[src/rtl/datamem_dump_unit.sv]
// Result-extraction engine: after the core reaches HALT_PC, reads a programmed window of
// data-memory words through a one-cycle-latency port and streams them out over valid/ready.
module datamem_dump_unit #(
  parameter int unsigned ADDR_W  = 7,
  parameter int unsigned DATA_W  = 32,
  parameter logic [31:0] HALT_PC = 32'h108
) (
  input  logic              clk,
  input  logic              rst,
  input  logic              arm,
  input  logic [ADDR_W-1:0] start_idx,
  input  logic [ADDR_W-1:0] end_idx,
  input  logic [31:0]       pc,
  output logic              mem_rd_en,
  output logic [ADDR_W-1:0] mem_rd_addr,
  input  logic [DATA_W-1:0] mem_rd_data,
  output logic              out_valid,
  input  logic              out_ready,
  output logic [DATA_W-1:0] out_data,
  output logic [ADDR_W+1:0] out_addr,
  output logic              out_last,
  output logic              busy,
  output logic              done
);

  typedef enum logic [2:0] {
    StIdle  = 3'd0,
    StArmed = 3'd1,
    StRead  = 3'd2,
    StWait  = 3'd3,
    StSend  = 3'd4,
    StDone  = 3'd5
  } state_e;

  state_e              state_q, state_d;
  logic [ADDR_W-1:0]   idx_q, idx_d;
  logic [ADDR_W-1:0]   start_q, start_d;
  logic [ADDR_W-1:0]   end_q, end_d;
  logic [DATA_W-1:0]   out_data_q, out_data_d;
  logic [ADDR_W+1:0]   out_addr_q, out_addr_d;
  logic                out_last_q, out_last_d;
  logic                mem_rd_en_q, out_valid_q, busy_q, done_q;

  always_comb begin
    state_d    = state_q;
    idx_d      = idx_q;
    start_d    = start_q;
    end_d      = end_q;
    out_data_d = out_data_q;
    out_addr_d = out_addr_q;
    out_last_d = out_last_q;
    unique case (state_q)
      StIdle, StDone: begin
        if (arm) begin
          start_d = start_idx;
          end_d   = end_idx;
          idx_d   = start_idx;
          state_d = StArmed;
        end
      end
      StArmed: begin
        if (pc == HALT_PC) begin
          // An inverted window finishes without touching memory.
          state_d = (start_q <= end_q) ? StRead : StDone;
        end
      end
      StRead: state_d = StWait;
      StWait: begin
        out_data_d = mem_rd_data;
        out_addr_d = {idx_q, 2'b00};
        out_last_d = (idx_q == end_q);
        state_d    = StSend;
      end
      StSend: begin
        if (out_ready) begin
          out_last_d = 1'b0;
          if (out_last_q) begin
            state_d = StDone;
          end else begin
            // Only reached when idx < end, so the increment never wraps.
            idx_d   = idx_q + 1'b1;
            state_d = StRead;
          end
        end
      end
      default: state_d = StIdle;
    endcase
  end

  always_ff @(posedge clk or negedge rst) begin
    if (!rst) begin
      state_q     <= StIdle;
      idx_q       <= '0;
      start_q     <= '0;
      end_q       <= '0;
      out_data_q  <= '0;
      out_addr_q  <= '0;
      out_last_q  <= 1'b0;
      mem_rd_en_q <= 1'b0;
      out_valid_q <= 1'b0;
      busy_q      <= 1'b0;
      done_q      <= 1'b0;
    end else begin
      state_q     <= state_d;
      idx_q       <= idx_d;
      start_q     <= start_d;
      end_q       <= end_d;
      out_data_q  <= out_data_d;
      out_addr_q  <= out_addr_d;
      out_last_q  <= out_last_d;
      mem_rd_en_q <= (state_d == StRead);
      out_valid_q <= (state_d == StSend);
      busy_q      <= (state_d == StArmed) || (state_d == StRead) ||
                     (state_d == StWait) || (state_d == StSend);
      done_q      <= (state_d == StDone);
    end
  end

  assign mem_rd_en   = mem_rd_en_q;
  assign mem_rd_addr = idx_q;
  assign out_valid   = out_valid_q;
  assign out_data    = out_data_q;
  assign out_addr    = out_addr_q;
  assign out_last    = out_last_q;
  assign busy        = busy_q;
  assign done        = done_q;

endmodule

[config.mk]
export PLATFORM = sky130hd
export DESIGN_NAME = datamem_dump_unit
export DESIGN_NICKNAME = d
export VERILOG_FILES = /design/src/rtl/datamem_dump_unit.sv
export SDC_FILE = /design/constraint.sdc
export NUM_CORES = 1
export LEC_CHECK = 0
export ABC_AREA = 1
export ABC_CLOCK_PERIOD_IN_PS = 1400
export BUFFER_PORTS_ARGS = -buffer_cell sky130_fd_sc_hd__buf_2
export CAP_MARGIN = 20
export CELL_PAD_IN_SITES_DETAIL_PLACEMENT = 0
export CELL_PAD_IN_SITES_GLOBAL_PLACEMENT = 1
export CORE_ASPECT_RATIO = 0.9
export CORE_MARGIN = 2
export CORE_UTILIZATION = 32
export CTS_CLUSTER_DIAMETER = 30
export CTS_CLUSTER_SIZE = 12
export DETAILED_ROUTE_END_ITERATION = 6
export PLACE_DENSITY = 0.8
export SKIP_LAST_GASP = 1
export SLEW_MARGIN = 20
export SYNTH_ARGS = -nofsm -noshare
export SYNTH_HDL_FRONTEND = slang
export SYNTH_SLANG_ARGS = --single-unit
[constraint.sdc]
create_clock -name clk -period 1.4 [get_ports clk]
set_input_delay 0.14 -clock clk [delete_from_list [all_inputs] [get_ports clk]]
set_output_delay 0.14 -clock clk [all_outputs]
set_load 0.1 [all_outputs]
==> results.json <==
{
  "power_density_nw_per_um2": 1492,
  "critPathLaunchType": "register",
  "wl_per_cell_um": 13.49,
  "start_util_pct": 33.18,
  "die_h_um": 99.56,
  "yosysTopAreaCell": "dfrtp_1",
  "setup_viol": 10,
  "async_flop_share_pct": 100.0,
  "ctsLongestPathBuffers": 2,
  "synth_area_um2": 3247,
  "grt_pass1_vias": 2865,
  "vdd_drop_max_uv": 1533,
  "r2r-end": "busy",
  "worstPathRequired_ns": 1.62,
  "synth_seq_cells": 68,
  "reg2regPathDepth": 12,
  "port_buffers": 132,
  "grt_pass1_wl_mm": 13.44,
  "rows": 34,
  "fin_crit_ns": 1.634,
  "fmax_mhz": 611.9,
  "dieArea_um2": 10970,
  "synth_edf_count": 0,
  "hp-class": "input pin to register",
  "firstDrtPassIters": 4,
  "ys_warn_count": 0,
  "outcome": "finished with violations",
  "synth_commonest_cells": "68 x dfrtp_1, 56 x nand2_1, 44 x inv_1",
  "clockRootBuffer": "clkbuf_16",
  "total_power_uw": 7559,
  "drt_iter0_drc": 101,
  "synth-main-ff-cell": "dfrtp_1",
  "leakage_uw": 0.002584,
  "overflow": 0,
  "grt_use_total_pct": 15.89,
  "violations": "setup timing",
  "synthDistinctLibCells": 28,
  "r2r_slack_ns": -0.23,
  "finalCritPeriodShare_pct": 116.7,
  "cts_buffers": 9,
  "totalWireLength_mm": 8.726,
  "cts_tree": "built",
  "ys_seq_area_share_pct": 52.41,
  "avgSynthCellArea_um2": 9.522,
  "grt_setup_unrepaired": "true",
  "min_from": "mem_rd_data[31]",
  "fp.coreArea_um2": 9784,
  "synthToLayoutAreaGrowth_pct": 56.07,
  "antenna_cells": 0,
  "synth_top_area_share_pct": 52.41,
  "cts_max_level": 3,
  "cp_max_fo": 3,
  "postLayoutCellArea_um2": 5067,
  "arrival_ns": 1.85,
  "hold-path-cell-count": 2,
  "clk_pin_slew_worst_paths_ns": 0.06,
  "hold_viol_final": 0,
  "utilization_pct": 51.79,
  "fin_ws_ns": -0.2341,
  "fillers": 903,
  "final_layout_size_suffix_gt1_share_pct": 53.93,
  "hold_path_end": "out_data[31]",
  "syn_inst": 341,
  "dpl.hpwl_mm": 6.033,
  "yosysMostFrequentCell": "dfrtp_1",
  "finClkSkew_ns": 0.005085,
  "drcViolationCount": 0,
  "cts_sinks": 68,
  "pin_count": 135,
  "worstSetupPathType": "register to register",
  "layout.nets": 606,
  "regToRegStartpoint": "end_q[4]",
  "grt_max_degree": 32,
  "via_per_inst": 4.535,
  "vias": 2934,
  "synth_area_leaders": "dfrtp_1 52%, mux2_2 12%, nand2_1 6.5%",
  "timing.max_cap.violations": 0,
  "routabilityCongestion": 0.7936,
  "die_x_um": 110.2,
  "antenna_found_initial": 0,
  "finalMaxSlewViolations": 0,
  "postRouteAntennaNets": 0,
  "clkLatencyLatePin_ns": 0.33,
  "dpl_cell_area_um2": 4297,
  "end_kind": "register"
}
layout make-up:
| cell class | instances | area, um2 | area share, % |
|---|---|---|---|
| clock inverter | 4 | 47.55 | 0.9383 |
| clock buffer | 12 | 256.5 | 5.062 |
| inverter | 48 | 192.7 | 3.802 |
| multi-input combinational | 216 | 1579 | 31.16 |
| timing repair buffer | 172 | 1100 | 21.70 |
| timing repair inverter | 1 | 7.507 | 0.1481 |
| tap | 126 | 157.7 | 3.111 |
| sequential | 68 | 1727 | 34.07 |
worst max-delay path: stages (launching register included):
cell and delay (ns):
dfrtp_1 0.39, inv_2 0.09, ha_4 0.20, nand2_1 0.05
nand2_1 0.05, a21oi_1 0.14, nand2_1 0.08, nand2_2 0.10
nand2_2 0.08, a21oi_4 0.18, nand2_1 0.06, nand2_1 0.05
nand2_1 0.05
stage by stage:
stage | hold slack [ns] | std cells | worst slack [ns] | setup TNS, ns
finish | 0.03368 | 647 | -0.2341 | -1.148
global route | 0.02707 | 647 | -0.3478 | -3.675
CTS | 0.02334 | 636 | -0.1917 | -0.8716
detailed placement | 0.02074 | 611 | -0.2379 | -1.435
global placement | 0.02132 | 611 | -0.2174 | -1.213
floorplan | -0.1556 | 342 | -0.1348 | -0.4887
metal layers:
layer | routed length (um) | vias to the layer above | track usage, % | share of wire (%)
met5 | 0 | - | 0 | 0
met4 | 87 | 0 | 4.904 | 1.0
met3 | 674 | 17 | 5.898 | 7.7
met2 | 4220 | 107 | 25.53 | 48
met1 | 3744 | 1355 | 19.85 | 43
li1 | - | 1455 | - | -
layout by cell type, fill, tap and decap left out, types with 4 or more instances in the layout:
cell type and count:
nand2_2 6, dfrtp_2 5, clkbuf_4 4, inv_1 35
mux2_4 13, o21ai_1 5, nand3_1 10, inv_2 10
mux2_2 23, ha_4 7, buf_12 5, nor2_1 35
o21ai_0 13, dfrtp_4 5, dfrtp_1 58, nand2_1 49
clkbuf_16 12, a21oi_1 16, buf_2 128, buf_4 28
registers in the layout (all words and copies together) (netlist names):
| register | flops |
|---|---|
| out_data | 32 |
| out_valid | 1 |
| mem_rd_en | 1 |
| state_q | 3 |
| end_q | 7 |
| out_last | 1 |
| busy | 1 |
| out_addr | 7 |
| start_q | 7 |
| mem_rd_addr | 7 |
| done | 1 |
report_power, final:
| part | internal [uW] | switching (uW) | total (uW) |
|---|---|---|---|
| combinational | 995 | 1740 | 2740 |
| sequential | 2260 | 269 | 2530 |
| clock | 1470 | 823 | 2290 |
how the worst max path moves through the flow:
stage | slack, ns | depth (start not counted) | from | end
after CTS | -0.19 | 10 | start_q[1] | busy
after global routing | -0.35 | 12 | end_q[6] | busy
after detailed placement | -0.24 | 12 | end_q[4] | busy
final | -0.23 | 12 | end_q[4] | busy
after global placement | -0.22 | 11 | start_q[4] | busy
after floorplan | -0.13 | 12 | end_q[5] | busy
logic make-up (layout without fill, tap and decap cells):
logic type | count (synthesis) | in the layout | synth area share (%)
multiplexers | 36 | 36 | 12.49
AND/OR/NAND/NOR | 118 | 118 | 14.84
XOR/XNOR | 5 | 5 | 1.349
other | 1 | 2 | 0.1155
buffers and inverters | 58 | 237 | 7.630
AO/OA/AOI/OAI | 47 | 47 | 8.092
adder cells (fa/ha/maj) | 8 | 8 | 3.083
flip-flops | 68 | 68 | 52.41
what timing repair did:
action	CTS	global route
setup endpoints to repair	17	59
resized for setup	23	46
setup buffers	8	7
pin swaps	17	13
gates cloned	0	4
hold buffers	1	0
hold endpoints to repair	42	0
(Power assumes the default switching activity.)
